[config.mk]
export PLATFORM = sky130hd
export DESIGN_NAME = reg_pipe
export DESIGN_NICKNAME = d
export VERILOG_FILES = /design/src/rtl/reg_pipe.sv
export SDC_FILE = /design/constraint.sdc
export NUM_CORES = 1
export LEC_CHECK = 0
export CAP_MARGIN = 30
export CORE_MARGIN = 5
export CORE_UTILIZATION = 42
export CTS_CLUSTER_SIZE = 14
export DETAILED_ROUTE_END_ITERATION = 10
export GPL_TIMING_DRIVEN = 0
export PLACE_DENSITY = 0.69
export SYNTH_ARGS = -nofsm -noshare
export SYNTH_HDL_FRONTEND = slang
export SYNTH_SLANG_ARGS = --single-unit
[constraint.sdc]
create_clock -name CLK -period 1.5 [get_ports CLK]
set_input_delay 0.15 -clock CLK [delete_from_list [all_inputs] [get_ports CLK]]
set_output_delay 0.15 -clock CLK [all_outputs]
set_load 0.02 [all_outputs]
[src/rtl/reg_pipe.sv]
// reg_pipe: WIDTH-bit, DEPTH-stage register pipeline with valid/ready on both
// ends and bubble collapsing. Stage 0 is the input end; the last stage drives
// Q/Q_Valid directly from flops, so there is no combinational path from D to Q.
//
// Optional feature: define REG_PIPE_FLUSH_EN to add a Flush input. A Flush
// edge clears every valid bit and the occupancy count but leaves the data
// registers untouched. Reset has priority over Flush.
//
// Handshake semantics (both ends): a word moves across an interface on a
// rising CLK edge where valid and ready are both 1. A producer holding valid
// keeps its data stable until that edge. Q_Valid, once set, stays set with Q
// unchanged until the output transfer. D_Ready may depend combinationally on
// Q_Ready, but it never depends on D_Valid.
module reg_pipe #(
  parameter int unsigned WIDTH     = 8,
  parameter int unsigned DEPTH     = 3,
  parameter int unsigned RESET_VAL = 0
) (
  input  logic                       CLK,
  input  logic                       Reset,
`ifdef REG_PIPE_FLUSH_EN
  input  logic                       Flush,
`endif
  input  logic [WIDTH-1:0]           D,
  input  logic                       D_Valid,
  output logic                       D_Ready,
  output logic [WIDTH-1:0]           Q,
  output logic                       Q_Valid,
  input  logic                       Q_Ready,
  output logic [$clog2(DEPTH+1)-1:0] Count
);

  localparam int unsigned     CW       = $clog2(DEPTH + 1);
  localparam logic [WIDTH-1:0] RST_DATA = WIDTH'(RESET_VAL);

  logic [WIDTH-1:0] r_data [DEPTH];
  logic [DEPTH-1:0] r_v;
  logic [CW-1:0]    r_count;

  logic [DEPTH-1:0] w_adv;
  logic             w_flush;
  logic             w_in_xfer;
  logic             w_out_xfer;

`ifdef REG_PIPE_FLUSH_EN
  assign w_flush = Flush;
`else
  assign w_flush = 1'b0;
`endif

  // Advance terms: a stage can move forward if the stage ahead is empty or is
  // itself moving. Evaluated from the output end back toward the input.
  always_comb begin
    w_adv = '0;
    w_adv[DEPTH-1] = r_v[DEPTH-1] & Q_Ready;
    for (int i = int'(DEPTH) - 2; i >= 0; i--) begin
      w_adv[i] = r_v[i] & (~r_v[i+1] | w_adv[i+1]);
    end
  end

  assign D_Ready    = ~Reset & ~w_flush & (~r_v[0] | w_adv[0]);
  assign w_in_xfer  = D_Valid & D_Ready;
  assign w_out_xfer = r_v[DEPTH-1] & Q_Ready;

  // Data registers: load only when a word moves into the stage, so a stalled
  // stage keeps its value. Flush leaves the data alone.
  always_ff @(posedge CLK) begin
    if (Reset) begin
      for (int i = 0; i < int'(DEPTH); i++) begin
        r_data[i] <= RST_DATA;
      end
    end else if (!w_flush) begin
      if (w_in_xfer) begin
        r_data[0] <= D;
      end
      for (int i = 1; i < int'(DEPTH); i++) begin
        if (w_adv[i-1]) begin
          r_data[i] <= r_data[i-1];
        end
      end
    end
  end

  // Valid bits: set when a word arrives, clear when the stage's word leaves
  // without a replacement, otherwise hold.
  always_ff @(posedge CLK) begin
    if (Reset || w_flush) begin
      r_v <= '0;
    end else begin
      if (w_in_xfer) begin
        r_v[0] <= 1'b1;
      end else if (w_adv[0]) begin
        r_v[0] <= 1'b0;
      end
      for (int i = 1; i < int'(DEPTH); i++) begin
        if (w_adv[i-1]) begin
          r_v[i] <= 1'b1;
        end else if (w_adv[i]) begin
          r_v[i] <= 1'b0;
        end
      end
    end
  end

  // Occupancy: up on input-only, down on output-only, unchanged otherwise.
  always_ff @(posedge CLK) begin
    if (Reset || w_flush) begin
      r_count <= '0;
    end else begin
      case ({w_in_xfer, w_out_xfer})
        2'b10:   r_count <= r_count + CW'(1);
        2'b01:   r_count <= r_count - CW'(1);
        default: r_count <= r_count;
      endcase
    end
  end

  assign Q       = r_data[DEPTH-1];
  assign Q_Valid = r_v[DEPTH-1];
  assign Count   = r_count;

endmodule

### After elaboration in Yosys (flattened, before gate mapping)

Memories as Yosys holds them, arrays and structs flattened.
Index checks and enable logic that the tools add are counted.

| cells by class | value |
|---|---|
| $add $sub $neg | 2 |
| equality and inequality tests | 2 |
| muxes and demuxes | 21 |
| bitwise gates (word level) | 15 |
| reductions and logical operators | 4 |

Operators by type and width:

| operator | count |
|---|---|
| 8-bit 2-to-1 mux | 3 |
| 1-bit 2-to-1 mux | 17 |
| 2-bit nonzero test | 4 |
| 1-bit OR | 6 |
| 1-bit bitwise AND | 5 |
| 1-bit inverter | 4 |
| 2-bit one-hot mux with 2 select lines | 1 |
| 2-bit by 1-bit adder with 2-bit output (second input constant) | 1 |
| 2-bit by 1-bit equality test with 1-bit output (second input constant) | 1 |
| 2-bit equality test (second input constant) | 1 |
| 2-bit by 1-bit subtractor with 2-bit output (second input constant) | 1 |

| word-level totals | value |
|---|---|
| register bits | 5 |
| RAM bits | 24 |
| input port bits | 12 |
| logic and storage cells | 49 |
| memories kept | 1 |

Memories:

| memory | depth | bits a word | rd ports | clocked after Yosys merged registers in | wr ports | RTL line | RTL |
|---|---|---|---|---|---|---|---|
| r_data | 3 | 8 | 3 | 0 | 3 | 36 | `logic [WIDTH-1:0] r_data [DEPTH];` |

### Depth between registers and ports, before layout

| logic depth | value |
|---|---|
| depth after elaboration | 12 |
| gate-level depth with buffers | 7 |
| mapped depth without buffers | 7 |

### Least setup slack after synthesis

No wires, ideal clock.

| path | value |
|---|---|
| path kind | register to register |
| start | register r_v[2] |
| end | register r_count[1], in the netlist Count[1] |
| arrival | 1,946 ps |
| data required time | 1,429 ps |
| slack | -517 ps |
| stages on the path, launching flop included | 7 |
| buffers on the path | 0 |
| path through | dfxtp_1 -> nor2b_1 -> a31oi_1 -> nand2_1 -> ha_1 -> or3_1 -> a21oi_1 |

| between the ends | value |
|---|---|
| word-level cells in the longest chain between the ends | 10 |

RTL lines:

| element | RTL line | RTL |
|---|---|---|
| start, declared | 37 | `logic [DEPTH-1:0] r_v;` |
| start signal, assigned | 88 | `r_v <= '0;` |
| start signal, assigned by index | 97 | `r_v[i] <= 1'b1;` |
| start signal, assigned by index | 99 | `r_v[i] <= 1'b0;` |
| 1-bit bitwise AND / 1-bit inverter (equally long branches) | 55, 57 |  |
| 1-bit OR (*) | 57 | `w_adv[i] = r_v[i] & (~r_v[i+1] \| w_adv[i+1]);` |
| 1-bit bitwise AND (*) | 57 |  |
| 1-bit OR (*) | 57 |  |
| 1-bit bitwise AND (*) | 57 |  |
| 1-bit OR (*) | 61 | `assign D_Ready = ~Reset & ~w_flush & (~r_v[0] \| w_adv[0]);` |
| 1-bit bitwise AND (*) | 61 |  |
| via D_Ready | 26 | `output logic D_Ready,` |
| 1-bit bitwise AND (*) | 62 | `assign w_in_xfer = D_Valid & D_Ready;` |
| 2-bit by 1-bit equality test with 1-bit output / 2-bit equality test (equally long branches) | 110 | `case ({w_in_xfer, w_out_xfer})` |
| 2-bit one-hot mux with 2 select lines / 2-bit nonzero test (equally long branches) | n/a |  |
| end signal, assigned | 111 | `2'b10: r_count <= r_count + CW'(1);` |
| end signal, assigned | 112 | `2'b01: r_count <= r_count - CW'(1);` |
| end signal, assigned | 113 | `default: r_count <= r_count;` |
| end, declared | 38 | `logic [CW-1:0] r_count;` |

The timed path passes the listed nets; every way through them passes the cells marked *.
A chain may end at the register's enable or synchronous reset.

### Final worst setup path

| path | value |
|---|---|
| start | register r_v[2] |
| end | register r_count[1], in the netlist Count[1] |

| between the ends | value |
|---|---|
| word-level cells in the longest chain between the ends | 10 |

RTL lines:

| element | RTL line |
|---|---|
| 1-bit bitwise AND / 1-bit inverter (equally long branches) | 55, 63, 57 |
| 1-bit OR | 57 |
| 1-bit bitwise AND | 57 |
| 1-bit OR | 57 |
| 1-bit bitwise AND | 57 |
| 1-bit OR | 61 |
| 1-bit bitwise AND | 61 |
| 1-bit bitwise AND | 62 |
| 2-bit by 1-bit equality test with 1-bit output / 2-bit equality test (equally long branches) | 110 |
| 2-bit one-hot mux with 2 select lines / 2-bit nonzero test (equally long branches) | n/a |

Several ways; a longest one is shown, not always the timed one.

==> flow_summary.toml <==
[routing]
wire_per_inst_um = 12.9
ant_nets = 0
drtPass1Iterations = 4
routed_wl_um = 2020
vias = 767
drc_errors = 0
vias_per_cell = 4.89
drt_iter0_drc = 8

[setup_path]
crit_path_end_kind = "flip-flop"
r2r-end = "Count[1]"
crit_path_max_fanout = 4
cp-startpoint = "r_v[2]"
r2r_start = "r_v[2]"
r2r_setup_slack_ps = 7
r2r_cells = 7
critPathKind = "flip-flop to flip-flop"
cp.arrival_ps = 1730
crit_end = "Count[1]"
worstPathRequired_ps = 1740
critPathLaunchType = "flip-flop"

[synthesis]
synth_warnings = 0
synth_top_cell_by_area = "edfxtp_1"
yosysSeqAreaShare = 0.631
synthDistinctLibCells = 26
netlist_instances = 94
synth_seq_cells = 29
syn_avg_cell_area_sq_um = 13.8
ys_top_cells_by_area = "edfxtp_1 55%, nor3b_1 11%, dfxtp_1 7.7%"
syn_area_sq_mm = 0.00130
synth_fp_nets = 107
synth_top_area_share = 0.554

[die]
die_h_um = 65.7
die-area_sq_mm = 0.00431
die-width_um = 65.7
ios = 24
core_area_sq_mm = 0.00300
initial_core_util = 0.433
rows = 20

[layout]
n_fill_cell = 258
num_antenna_cells = 0
drive_above_1_share = 0.266
final_cells = 157
area_growth_syn_to_layout_pct = 28.6
fin_util = 0.557
layout.nets = 136

[clocking]
ctsHoldBuffers = 0
htree_levels = 2
clk_path_buf_depth = 2
worst_setup_hold_path_clk_slew_ps = 80
cts.sinks = 29
root_buffer = "clkbuf_4"
cts_tree = "yes"
cts-buffers-inserted = 5
clk_latency_ps = 310

[timing]
drv_slew = 0
min_period_over_period = 0.995
setup-violations-final = 0
tightest_slew_ps = 488
clock_skew_ps = 10.5
rsz0062_at_grt = "yes"
worst_slack_ps = 7.47
maxSlewHeadroom = 0.675
fmaxAchievable_mhz = 670
min_period_ps = 1490
final-hold-violation-count = 0

[global_route]
antenna_found_initial = 0
grt_overflow_total = 0
grt_usage = 0.106
grt_pass1_wl_um = 3300
grt_start_max_net_pins = 11
grt_pass1_vias = 741

[hold_path]
hold_path.class = "primary input to flip-flop"

[placed_design]
portBuffers = 22
dp_slack_ps = -306
gp_congestion = 0.663
dpl.cell_count = 149
dp_hpwl_um = 1500

[job]
cap_violations = 0

[pwr]
powerDensity_mw_per_mm2 = 993
leakage_nw = 0.646
max-vdd-ir-drop_uv = 544

[run_status]
status = "completed"
-- worst max-delay path, stage by stage (launching register included) --
cell	delay [ps]
dfxtp_4	360
nor2b_4	140
a31oi_4	140
nand2_2	80
ha_4	170
xnor2_2	120
or3_1	310
a21oi_1	120
-- cell usage after synthesis --
| cell type | n |
|---|---|
| nand2b_2 | 1 |
| nor2b_1 | 1 |
| nand3_1 | 1 |
| nor2_1 | 4 |
| ha_1 | 1 |
| a21o_2 | 1 |
| xnor2_1 | 1 |
| a31oi_1 | 1 |
| buf_2 | 1 |
| or3_1 | 1 |
| or2_4 | 1 |
| buf_6 | 2 |
| nor3b_2 | 5 |
| a21oi_1 | 3 |
| dfxtp_1 | 5 |
| edfxtp_1 | 24 |
| and2_1 | 1 |
| a21o_1 | 2 |
| o21ai_0 | 1 |
| clkbuf_1 | 4 |
| buf_4 | 8 |
| nor3b_1 | 19 |
| nand2_1 | 3 |
| a22oi_4 | 1 |
| xor2_1 | 1 |
| inv_1 | 1 |
-- through the flow --
| stage | power (mW) | TNS (ps) | hold WS [ps] | cell area, sq um |
|---|---|---|---|---|
| finish | 1.66 | 0 | 358 | 1670 |
| global route | 1.74 | -48.0 | 386 | 1670 |
| CTS | 1.68 | -6.78 | 353 | 1660 |
| detailed placement | 1.22 | -5300 | 490 | 1600 |
| global placement | 1.21 | -3900 | 473 | 1600 |
| floorplan | 1.13 | -92.4 | 279 | 1340 |
-- layer usage --
| layer | GRT usage | share of wire | vias to the layer above |
|---|---|---|---|
| met2 | 0.183 | 0.53 | 17 |
| li1 | - | - | 388 |
| met3 | 0.0376 | 0.040 | 5 |
| met1 | 0.111 | 0.42 | 357 |
| met4 | 0.0622 | 0.017 | 0 |
| met5 | 0 | 0 | - |
-- flip-flops by register name, indices dropped and copies added (netlist names) --
| register | flops |
|---|---|
| r_data | 24 |
| r_v | 3 |
| Count | 2 |
-- cell families (layout without fill, tap and decap cells) --
family | count (synthesis) | count (layout) | share of synthesized area
buffers and inverters | 16 | 46 | 0.0817
flip-flops | 29 | 29 | 0.631
adder cells (fa/ha/maj) | 1 | 1 | 0.00961
AND/OR/NAND/NOR | 37 | 37 | 0.210
AO/OA/AOI/OAI | 9 | 9 | 0.0548
XOR/XNOR | 2 | 2 | 0.0135
-- worst min-delay path by stage --
stage | startpoint | slack (ps) | cells past startpoint | end
floorplan | D_Valid | 280 | 2 | r_v[0]
global placement | Count[1] | 470 | 2 | Count[1]
detailed placement | Count[1] | 490 | 2 | Count[1]
CTS | Reset | 350 | 2 | r_data[0][21]
global route | Reset | 390 | 2 | r_data[0][23]
finish | Reset | 360 | 2 | r_data[0][23]
-- final cells by class --
class	instances	area (sq um)	share of cell area
flip-flops and latches	29	826	0.494
multi-input cells	49	419	0.251
repair buffers	23	226	0.135
plain buffers	14	97.6	0.0583
clock buffers	8	58.8	0.0352
well taps	33	41.3	0.0247
inverters	1	3.75	0.00224
-- repair_timing --
item | CTS | global route
resized for setup | 8 | 4
gates cloned | 0 | 0
endpoints found under the setup margin | 8 | 5
hold endpoints to repair | 0 | 0
pin swaps | 2 | 2
setup buffers | 1 | 0
-- placed cells by master (no fill, tap or decap), drive strengths merged, types with 4 or more instances in the layout --
cell | netlist | final
clkbuf | 4 | 12
nor2 | 4 | 4
dfxtp | 5 | 5
buf | 11 | 11
clkdlybuf4s50 | 0 | 12
nor3b | 24 | 24
edfxtp | 24 | 24
dlygate4sd2 | 0 | 7
-- where the power goes --
| group | total (mW) | internal (mW) | switching, mW |
|---|---|---|---|
| Sequential | 0.956 | 0.933 | 0.0231 |
| Clock | 0.467 | 0.231 | 0.236 |
| Combinational | 0.237 | 0.123 | 0.114 |
| Total | 1.66 | 1.29 | 0.373 |
Note: power is estimated with default switching activity, not from simulation.
